--- src/rtl/nrisc_mem_arbiter.sv ---
// nrisc_mem_arbiter: shares the single-ported NRISC memory between instruction
// fetch (if), core data access (dm) and the debug/loader port (dbg).
// Fixed priority dbg > dm > if, with a starvation guard that forces a fetch
// grant after STARVE_MAX consecutive dm/dbg grants while a fetch is pending.
// One access in flight: IDLE -> ACCESS (MEM_LAT cycles) -> RESP (ack) -> IDLE.
module nrisc_mem_arbiter #(
    parameter int AW         = 8,
    parameter int DW         = 8,
    parameter int MEM_LAT    = 1,
    parameter int STARVE_MAX = 4
) (
    input  logic          c,
    input  logic          rst_n,
    input  logic          halt,
    input  logic          if_req,
    input  logic [AW-1:0] if_addr,
    output logic          if_ack,
    output logic [DW-1:0] if_rdata,
    input  logic          dm_req,
    input  logic          dm_we,
    input  logic [AW-1:0] dm_addr,
    input  logic [DW-1:0] dm_wdata,
    output logic          dm_ack,
    output logic [DW-1:0] dm_rdata,
    input  logic          dbg_req,
    input  logic          dbg_we,
    input  logic [AW-1:0] dbg_addr,
    input  logic [DW-1:0] dbg_wdata,
    output logic          dbg_ack,
    output logic [DW-1:0] dbg_rdata,
    output logic [AW-1:0] mem_addr,
    output logic [DW-1:0] mem_wdata,
    output logic          mem_read,
    output logic          mem_write,
    input  logic [DW-1:0] mem_rdata,
    output logic          busy,
    output logic [1:0]    grant
);

    typedef enum logic [1:0] {
        ST_IDLE   = 2'd0,
        ST_ACCESS = 2'd1,
        ST_RESP   = 2'd2
    } state_e;

    localparam logic [1:0] GNT_NONE = 2'b00;
    localparam logic [1:0] GNT_IF   = 2'b01;
    localparam logic [1:0] GNT_DM   = 2'b10;
    localparam logic [1:0] GNT_DBG  = 2'b11;

    localparam logic [2:0] LAT_LAST   = 3'(MEM_LAT - 1);
    localparam logic [3:0] STARVE_TOP = 4'(STARVE_MAX);

    state_e          state_q, state_d;
    logic [2:0]      lat_cnt_q, lat_cnt_d;
    logic [3:0]      starve_cnt_q, starve_cnt_d;
    logic [1:0]      gnt_q, gnt_d;
    logic            we_q, we_d;
    logic [AW-1:0]   addr_q, addr_d;
    logic [DW-1:0]   wdata_q, wdata_d;
    logic            mem_read_q, mem_read_d;
    logic            mem_write_q, mem_write_d;
    logic            if_ack_q, if_ack_d;
    logic            dm_ack_q, dm_ack_d;
    logic            dbg_ack_q, dbg_ack_d;
    logic [DW-1:0]   if_rdata_q, if_rdata_d;
    logic [DW-1:0]   dm_rdata_q, dm_rdata_d;
    logic [DW-1:0]   dbg_rdata_q, dbg_rdata_d;
    logic            busy_q, busy_d;
    logic            if_ok_s;
    logic [1:0]      sel_s;

    // Next-state, request selection, access sequencing and strobe generation.
    always_comb begin
        state_d      = state_q;
        lat_cnt_d    = lat_cnt_q;
        starve_cnt_d = starve_cnt_q;
        gnt_d        = gnt_q;
        we_d         = we_q;
        addr_d       = addr_q;
        wdata_d      = wdata_q;
        mem_read_d   = 1'b0;
        mem_write_d  = 1'b0;
        if_ack_d     = 1'b0;
        dm_ack_d     = 1'b0;
        dbg_ack_d    = 1'b0;
        if_rdata_d   = if_rdata_q;
        dm_rdata_d   = dm_rdata_q;
        dbg_rdata_d  = dbg_rdata_q;
        if_ok_s      = if_req && !halt;
        sel_s        = GNT_NONE;

        case (state_q)
            ST_IDLE: begin
                // A starved fetch overrides the fixed priority order.
                if (if_ok_s && (starve_cnt_q == STARVE_TOP)) begin
                    sel_s = GNT_IF;
                end else if (dbg_req) begin
                    sel_s = GNT_DBG;
                end else if (dm_req) begin
                    sel_s = GNT_DM;
                end else if (if_ok_s) begin
                    sel_s = GNT_IF;
                end else begin
                    sel_s = GNT_NONE;
                end
                gnt_d = sel_s;

                case (sel_s)
                    GNT_IF: begin
                        addr_d  = if_addr;
                        we_d    = 1'b0;
                        wdata_d = {DW{1'b0}};
                    end
                    GNT_DM: begin
                        addr_d  = dm_addr;
                        we_d    = dm_we;
                        wdata_d = dm_wdata;
                    end
                    GNT_DBG: begin
                        addr_d  = dbg_addr;
                        we_d    = dbg_we;
                        wdata_d = dbg_wdata;
                    end
                    default: begin
                        addr_d  = addr_q;
                        we_d    = we_q;
                        wdata_d = wdata_q;
                    end
                endcase

                if (sel_s != GNT_NONE) begin
                    state_d     = ST_ACCESS;
                    lat_cnt_d   = 3'd0;
                    mem_read_d  = !we_d;
                    mem_write_d = we_d;
                end else begin
                    state_d = ST_IDLE;
                end

                // Count dm/dbg grants that bypass a waiting fetch.
                if (sel_s == GNT_IF) begin
                    starve_cnt_d = 4'd0;
                end else if ((sel_s != GNT_NONE) && if_ok_s) begin
                    starve_cnt_d = (starve_cnt_q == STARVE_TOP) ? STARVE_TOP
                                                                : starve_cnt_q + 4'd1;
                end else if (!if_req) begin
                    starve_cnt_d = 4'd0;
                end else begin
                    starve_cnt_d = starve_cnt_q;
                end
            end

            ST_ACCESS: begin
                if (lat_cnt_q == LAT_LAST) begin
                    state_d   = ST_RESP;
                    lat_cnt_d = 3'd0;
                    case (gnt_q)
                        GNT_IF: begin
                            if_ack_d   = 1'b1;
                            if_rdata_d = we_q ? if_rdata_q : mem_rdata;
                        end
                        GNT_DM: begin
                            dm_ack_d   = 1'b1;
                            dm_rdata_d = we_q ? dm_rdata_q : mem_rdata;
                        end
                        GNT_DBG: begin
                            dbg_ack_d   = 1'b1;
                            dbg_rdata_d = we_q ? dbg_rdata_q : mem_rdata;
                        end
                        default: begin
                            if_ack_d = 1'b0;
                        end
                    endcase
                end else begin
                    lat_cnt_d   = lat_cnt_q + 3'd1;
                    mem_read_d  = !we_q;
                    mem_write_d = we_q;
                end
            end

            ST_RESP: begin
                state_d = ST_IDLE;
                gnt_d   = GNT_NONE;
            end

            default: begin
                state_d = ST_IDLE;
                gnt_d   = GNT_NONE;
            end
        endcase

        busy_d = (state_d != ST_IDLE);
    end

    // State and registered outputs; reset aborts any access in flight.
    always_ff @(posedge c or negedge rst_n) begin
        if (!rst_n) begin
            state_q      <= ST_IDLE;
            lat_cnt_q    <= 3'd0;
            starve_cnt_q <= 4'd0;
            gnt_q        <= GNT_NONE;
            we_q         <= 1'b0;
            addr_q       <= {AW{1'b0}};
            wdata_q      <= {DW{1'b0}};
            mem_read_q   <= 1'b0;
            mem_write_q  <= 1'b0;
            if_ack_q     <= 1'b0;
            dm_ack_q     <= 1'b0;
            dbg_ack_q    <= 1'b0;
            if_rdata_q   <= {DW{1'b0}};
            dm_rdata_q   <= {DW{1'b0}};
            dbg_rdata_q  <= {DW{1'b0}};
            busy_q       <= 1'b0;
        end else begin
            state_q      <= state_d;
            lat_cnt_q    <= lat_cnt_d;
            starve_cnt_q <= starve_cnt_d;
            gnt_q        <= gnt_d;
            we_q         <= we_d;
            addr_q       <= addr_d;
            wdata_q      <= wdata_d;
            mem_read_q   <= mem_read_d;
            mem_write_q  <= mem_write_d;
            if_ack_q     <= if_ack_d;
            dm_ack_q     <= dm_ack_d;
            dbg_ack_q    <= dbg_ack_d;
            if_rdata_q   <= if_rdata_d;
            dm_rdata_q   <= dm_rdata_d;
            dbg_rdata_q  <= dbg_rdata_d;
            busy_q       <= busy_d;
        end
    end

    assign mem_addr  = addr_q;
    assign mem_wdata = wdata_q;
    assign mem_read  = mem_read_q;
    assign mem_write = mem_write_q;
    assign if_ack    = if_ack_q;
    assign dm_ack    = dm_ack_q;
    assign dbg_ack   = dbg_ack_q;
    assign if_rdata  = if_rdata_q;
    assign dm_rdata  = dm_rdata_q;
    assign dbg_rdata = dbg_rdata_q;
    assign busy      = busy_q;
    assign grant     = gnt_q;

endmodule

--- config.mk ---
export PLATFORM = sky130hd
export DESIGN_NAME = nrisc_mem_arbiter
export DESIGN_NICKNAME = d
export VERILOG_FILES = /design/src/rtl/nrisc_mem_arbiter.sv
export SDC_FILE = /design/constraint.sdc
export NUM_CORES = 1
export LEC_CHECK = 0
export BUFFER_PORTS_ARGS = -buffer_cell sky130_fd_sc_hd__buf_2
export CORE_MARGIN = 4
export CORE_UTILIZATION = 50
export CTS_CLUSTER_DIAMETER = 40
export DETAILED_ROUTE_END_ITERATION = 8
export PLACE_DENSITY = 0.82
export SYNTH_ARGS = -nofsm -noshare
export SYNTH_HDL_FRONTEND = slang
export SYNTH_SLANG_ARGS = --single-unit
--- constraint.sdc ---
create_clock -name c -period 3.5 [get_ports c]
set_clock_uncertainty 0.2 [all_clocks]
set_input_delay 0 -clock c [delete_from_list [all_inputs] [get_ports c]]
set_output_delay 0 -clock c [all_outputs]
set_load 0.005 [all_outputs]
# Word-level counts from Yosys, hierarchy flattened
# Cells that the tools add are included.
totals:
  ff_bits: 58
  input_bits: 56
  output_inout_bits: 48
  elab_cells: 82
op_classes:
  n_addsub: 2
  n_eq_ne: 10
  mux: 35
  bitwise: 1
  n_reduce_logical: 18
op_table:
  columns: ["op", "n"]
  rows:
  - ["$pmux 8 s3", 2]
  - ["$mux 1", 16]
  - ["$mux 4", 4]
  - ["$reduce_and 4->1", 3]
  - ["$mux 2", 5]
  - ["$eq 2x2->1 const B", 4]
  - ["$pmux 2 s2", 2]
  - ["$eq 2x1->1 const B", 3]
  - ["$mux 3", 2]
  - ["$pmux 3 s2", 1]
  - ["$reduce_and 2->1", 3]
  - ["$reduce_bool 2->1", 3]
  - ["$add 4x1->4 const B", 1]
  - ["$eq 4x3->1 const B", 1]
  - ["$pmux 1 s2", 2]
  - ["$add 3x1->3 const B", 1]
  - ["$logic_and 1x1->1", 3]
  - ["$logic_not 1->1", 3]
  - ["$logic_not 3->1", 1]
  - ["$ne 3x1->1 const B", 1]
  - ["$pmux 1 s3", 1]
  - ["$reduce_bool 3->1", 1]
  - ["$logic_not 2->1", 1]
  - ["$ne 2x2->1 const B", 1]
  - ["$not 1->1", 1]

# Logic depth before layout (Yosys ltp)
logic_depth:
  depth_word: 13
  depth_mapped: 7
  ltp_nobuf: 6

# Least setup slack after synthesis
# Ideal clock, no wire load.
synth_timing:
  path_type: "flip-flop to flip-flop"
  startpoint: "register lat_cnt_q[0]"
  endpoint: "register if_rdata_q[0] (netlist: if_rdata[0])"
  setup_time_ns: 0.125
  arrival_time_ns: 1.710
  required_ns: 3.175
  path_slack_ns: 1.465
  stages_incl_launch_ff: 8
  path_buffers: 1
  synth_period_minus_slack_ns: 2.035
  cell_sequence: "dfrtp_1 -> inv_1 -> ha_1 -> nor4bb_4 -> nor3b_2 -> and2b_1 -> buf_4 -> mux2_2"
synth_via:
  elab_chain_cells: 2
synth_lines:
  columns: ["element", "line", "source"]
  rows:
  - ["start: declaration", "55", "logic [2:0] lat_cnt_q, lat_cnt_d;"]
  - ["start signal: assignment", "217", "lat_cnt_q <= lat_cnt_d;"]
  - ["$logic_not 3->1", "155", "if (lat_cnt_q == LAT_LAST) begin"]
  - ["$reduce_and 4->1 (no source line)", null, null]
  - ["end signal: assignment", "211", "if_rdata_q <= {DW{1'b0}};"]
  - ["end signal: assignment", "228", "if_rdata_q <= if_rdata_d;"]
  - ["end: declaration", "66", "logic [DW-1:0] if_rdata_q, if_rdata_d;"]
# Every way passes these cells.
# A chain may end at the register's enable or synchronous reset.

# Worst setup path in the final report
layout_timing:
  startpoint: "input port dm_req"
  endpoint: "register addr_q[4] (netlist: mem_addr[4])"
layout_via:
  elab_chain_cells: 7
  elab_cells_between_ends: 10
  cone_classes: "eq/ne (3); mux (5); reduce/logical (2)"
layout_lines:
  columns: ["element", "line", "source"]
  rows:
  - ["start: declaration", "19", "input logic dm_req,"]
  - ["$mux 2 (*)", "100", "end else if (dm_req) begin"]
  - ["$mux 2 (*)", "98", "end else if (dbg_req) begin"]
  - ["$mux 2 (*)", "96", "if (if_ok_s && (starve_cnt_q == STARVE_TOP)) begin"]
  - ["$mux 2 (*)", "93", "case (state_q)"]
  - ["$eq 2x1->1 or $eq 2x2->1 (tied branches)", "109", "case (sel_s)"]
  - ["$reduce_bool 3->1 (no source line)", null, null]
  - ["$reduce_and 2->1 (no source line)", null, null]
  - ["end signal: assignment", "204", "addr_q <= {AW{1'b0}};"]
  - ["end signal: assignment", "221", "addr_q <= addr_d;"]
  - ["end: declaration", "59", "logic [AW-1:0] addr_q, addr_d;"]
# Mark *: on every way between the ends. The rest lies on a longest branch, timed or not. The select of a mux whose other input is x is not followed.

==> impl_metrics.ini <==
[status]
status = completed

[global_routing]
grt_first_pass_wirelength_um = 11800
grt_pass1_vias = 2516
overflow = 0
antenna_found_initial = 0
grt_start_max_net_pins = 33
grt_usage_pct = 24.1

[detailed_routing]
top_layer = met4
drt_wl_total_um = 7240
wl_met1_um = 2920
wl_per_cell_um = 15.8
wl_met3_um = 581
antenna_left = 0
drcViolationCount = 0
route.met2.wl_um = 3590
first_iter_violations = 110
routed_via_density = 5.30
vias = 2429
drt-pass1-iter-count = 5

[synth]
synth.most_common_cell = dfrtp_1
yosys_warnings = 0
synthTopCellsByCount = dfrtp_1, nor2_1, mux2_2, a31oi_1, o21ai_0
synthCells = 230
synth-simple-area-share_pct = 13.4
ys_ff_latch = 58
syn_area_mm2 = 0.00259
synth-adder-area-share_pct = 1.94
synth_xor_xnor_area_share_pct = 0
ys_top_cells_by_area = dfrtp_1, mux2_2, nor2_1
synth-compound-area-share_pct = 14.6
synth_nets = 290
synth_cell_types = 34
ys.flop_type = dfrtp_1
synth_top_family_by_area = compound AO/OA/AOI/OAI gates
synthMuxAreaShare_pct = 10.4
yosys.area.top_type = dfrtp_1
synthArstFlopShare_pct = 100
synth-edff-count = 0
ys_seq_area_share_pct = 56.1
yosysTopAreaCellShare_pct = 56.1
synth.avg_cell_area_um2 = 11.2

[pwr]
vdd_drop_max_uv = 402
power.switching_w = 0.000972
p_per_area_mw_per_mm2 = 760
power_frac_seq_pct = 39.7
p_leak_nw = 1.87
p_int_w = 0.00196
clock_power_share_pct = 21.0
comb_power_share_pct = 39.3
netSwitchingFraction_pct = 33.2

[floorplanning]
fp.dieW_um = 79.9
die_h_um = 79.9
dieArea_mm2 = 0.00639
rows = 25
initial_core_util_pct = 53.0
coreArea_mm2 = 0.00488
ioPinCount = 104

[clocking]
cts.htree.levels = 3
cts_hold_buf = 51
cts_post_setup_buffers_inserted = 0
root_buffer = clkbuf_8
cts.repair.resized = 0
tritoncts = done
cts_sinks = 58
cts-buffers-inserted = 9
cts.clk_slew.worst_paths_ns = 0.07
clockBufferDepth = 2
worst_skew_pair.late_latency_ns = 0.32

[worst_setup_path]
start_kind = input pin
crit_type = input pin to register
crit_buf_inv = 3
path_cells = dlygate4sd3_1, buf_2, nor2_1, a211o_1, a31oi_1, a31oi_1, dlygate4sd3_1
r2r.worst_path.cells = 4
rrSetupSlack_ns = 0.89
crit_cells = 7
endpoint_kind = register
crit_family = buffers and inverters
crit_path_max_incr_delay_ns = 0.73
cp_data_arrival_time_ns = 2.90
critical_path.slowest_cell = a211o_1
crit_fanout = 22
crit_required_ns = 3.56

[min_path]
hold_class = input pin to register
hold_depth = 5

[layout]
fin_nets = 446
drive_above_1_share_pct = 38.4
fin_util_pct = 79.1
areaGrowthSynthToFinish_pct = 49.2
final_area_mm2 = 0.00386
diodes = 0

[placement]
port_buffers = 103
place_hpwl_um = 4570
place.gp.congestion = 0.742
placed_cell_area_mm2 = 0.00314

[sta]
clock.fmax_mhz = 352
hold_violations = 0
period_share_pct = 81.1
relSlewSlack_pct = 24.2
setup_viol = 0
rsz0062_at_grt = false
report.final.slew_viol_count = 0
min_period_ns = 2.84
tightest_slew_ns = 1.14
setup_tns_ns = 0

[run]
cap_violations = 0
[power by group through the flow]
| stage | combinational, W | clock, W | sequential (W) |
|---|---|---|---|
| 6_report | 0.00115 | 0.000615 | 0.00116 |
| 3_5_place_dp | 0.000967 | 0 | 0.00117 |
| 2_1_floorplan | 0.000555 | 0 | 0.00115 |
| 4_1_cts | 0.00114 | 0.000629 | 0.00116 |
| 5_1_grt | 0.00129 | 0.000662 | 0.00120 |
| 3_3_place_gp | 0.000925 | 0 | 0.00116 |
[stage by stage]
| stage | setup WS, ns | instances | hold WS [ns] | power, W |
|---|---|---|---|---|
| 6_report | 0.661 | 458 | 0.120 | 0.00293 |
| 5_1_grt | 0.560 | 458 | 0.143 | 0.00315 |
| 2_1_floorplan | 1.47 | 230 | -0.496 | 0.00171 |
| 3_5_place_dp | 1.19 | 391 | -0.176 | 0.00214 |
| 3_3_place_gp | 1.30 | 391 | -0.180 | 0.00209 |
| 4_1_cts | 0.783 | 458 | 0.0815 | 0.00292 |
[flip-flops by register name, indices dropped and copies added, names as in the netlist, 2 cells and up]
name and count:
starve_cnt_q 4, if_rdata 8, dm_rdata 8, mem_addr 8
lat_cnt_q 3, state_q 2, dbg_rdata 8, grant 2
mem_wdata 8
[path summary, 6_finish.rpt]
path,start,endpoint
min in group asynchronous,rst_n,if_rdata[0]
hold / removal,dbg_req,grant[1]
hold reg to reg,dbg_rdata[0],dbg_rdata[0]
max in group asynchronous,rst_n,if_rdata[2]
setup / recovery,dm_req,mem_addr[4]
setup reg to reg,state_q[0],mem_addr[4]
[area by class of cell]
| cell class | count | area [um2] |
|---|---|---|
| flip-flops and latches | 58 | 1450 |
| multi-input cells | 152 | 1040 |
| repair buffers | 156 | 1040 |
| fillers | 315 | 1020 |
| clock buffers | 10 | 138 |
| well taps | 67 | 83.8 |
| clock inverters | 6 | 66.3 |
| inverters | 9 | 33.8 |
[worst reg2reg max path, cell delays in order (launching register included)]
cell           delay (ns)
dfrtp_1              0.51
a211oi_2             0.98
nor2_1               0.09
a31oi_1              0.20
dlygate4sd3_1        0.57
[cell families after synthesis]
logic type,Yosys count
AO/OA/AOI/OAI,56
adder cells (fa/ha/maj),4
buffers and inverters,20
flip-flops,58
multiplexers,24
AND/OR/NAND/NOR,68
[per-layer routing]
layer	vias up	track usage (%)
met3	17	6.32
met2	134	39.9
met5	-	0
met1	1131	29.5
li1	1147	-
met4	0	10.6
[cells in the final DEF, fill, tap and decap left out, types with 3 or more instances in the layout]
| cell | instances |
|---|---|
| nand2b_1 | 4 |
| dlygate4sd3_1 | 51 |
| a31oi_1 | 16 |
| a221oi_1 | 9 |
| dfrtp_1 | 58 |
| a21o_1 | 4 |
| a21oi_1 | 4 |
| nand3_1 | 6 |
| o21ai_0 | 15 |
| nor2_1 | 33 |
| mux2_2 | 24 |
| ha_1 | 4 |
| inv_1 | 9 |
| clkinvlp_4 | 3 |
| buf_2 | 103 |
| clkbuf_8 | 10 |
| nand2_1 | 12 |
Note: power is estimated with default switching activity, not from simulation.
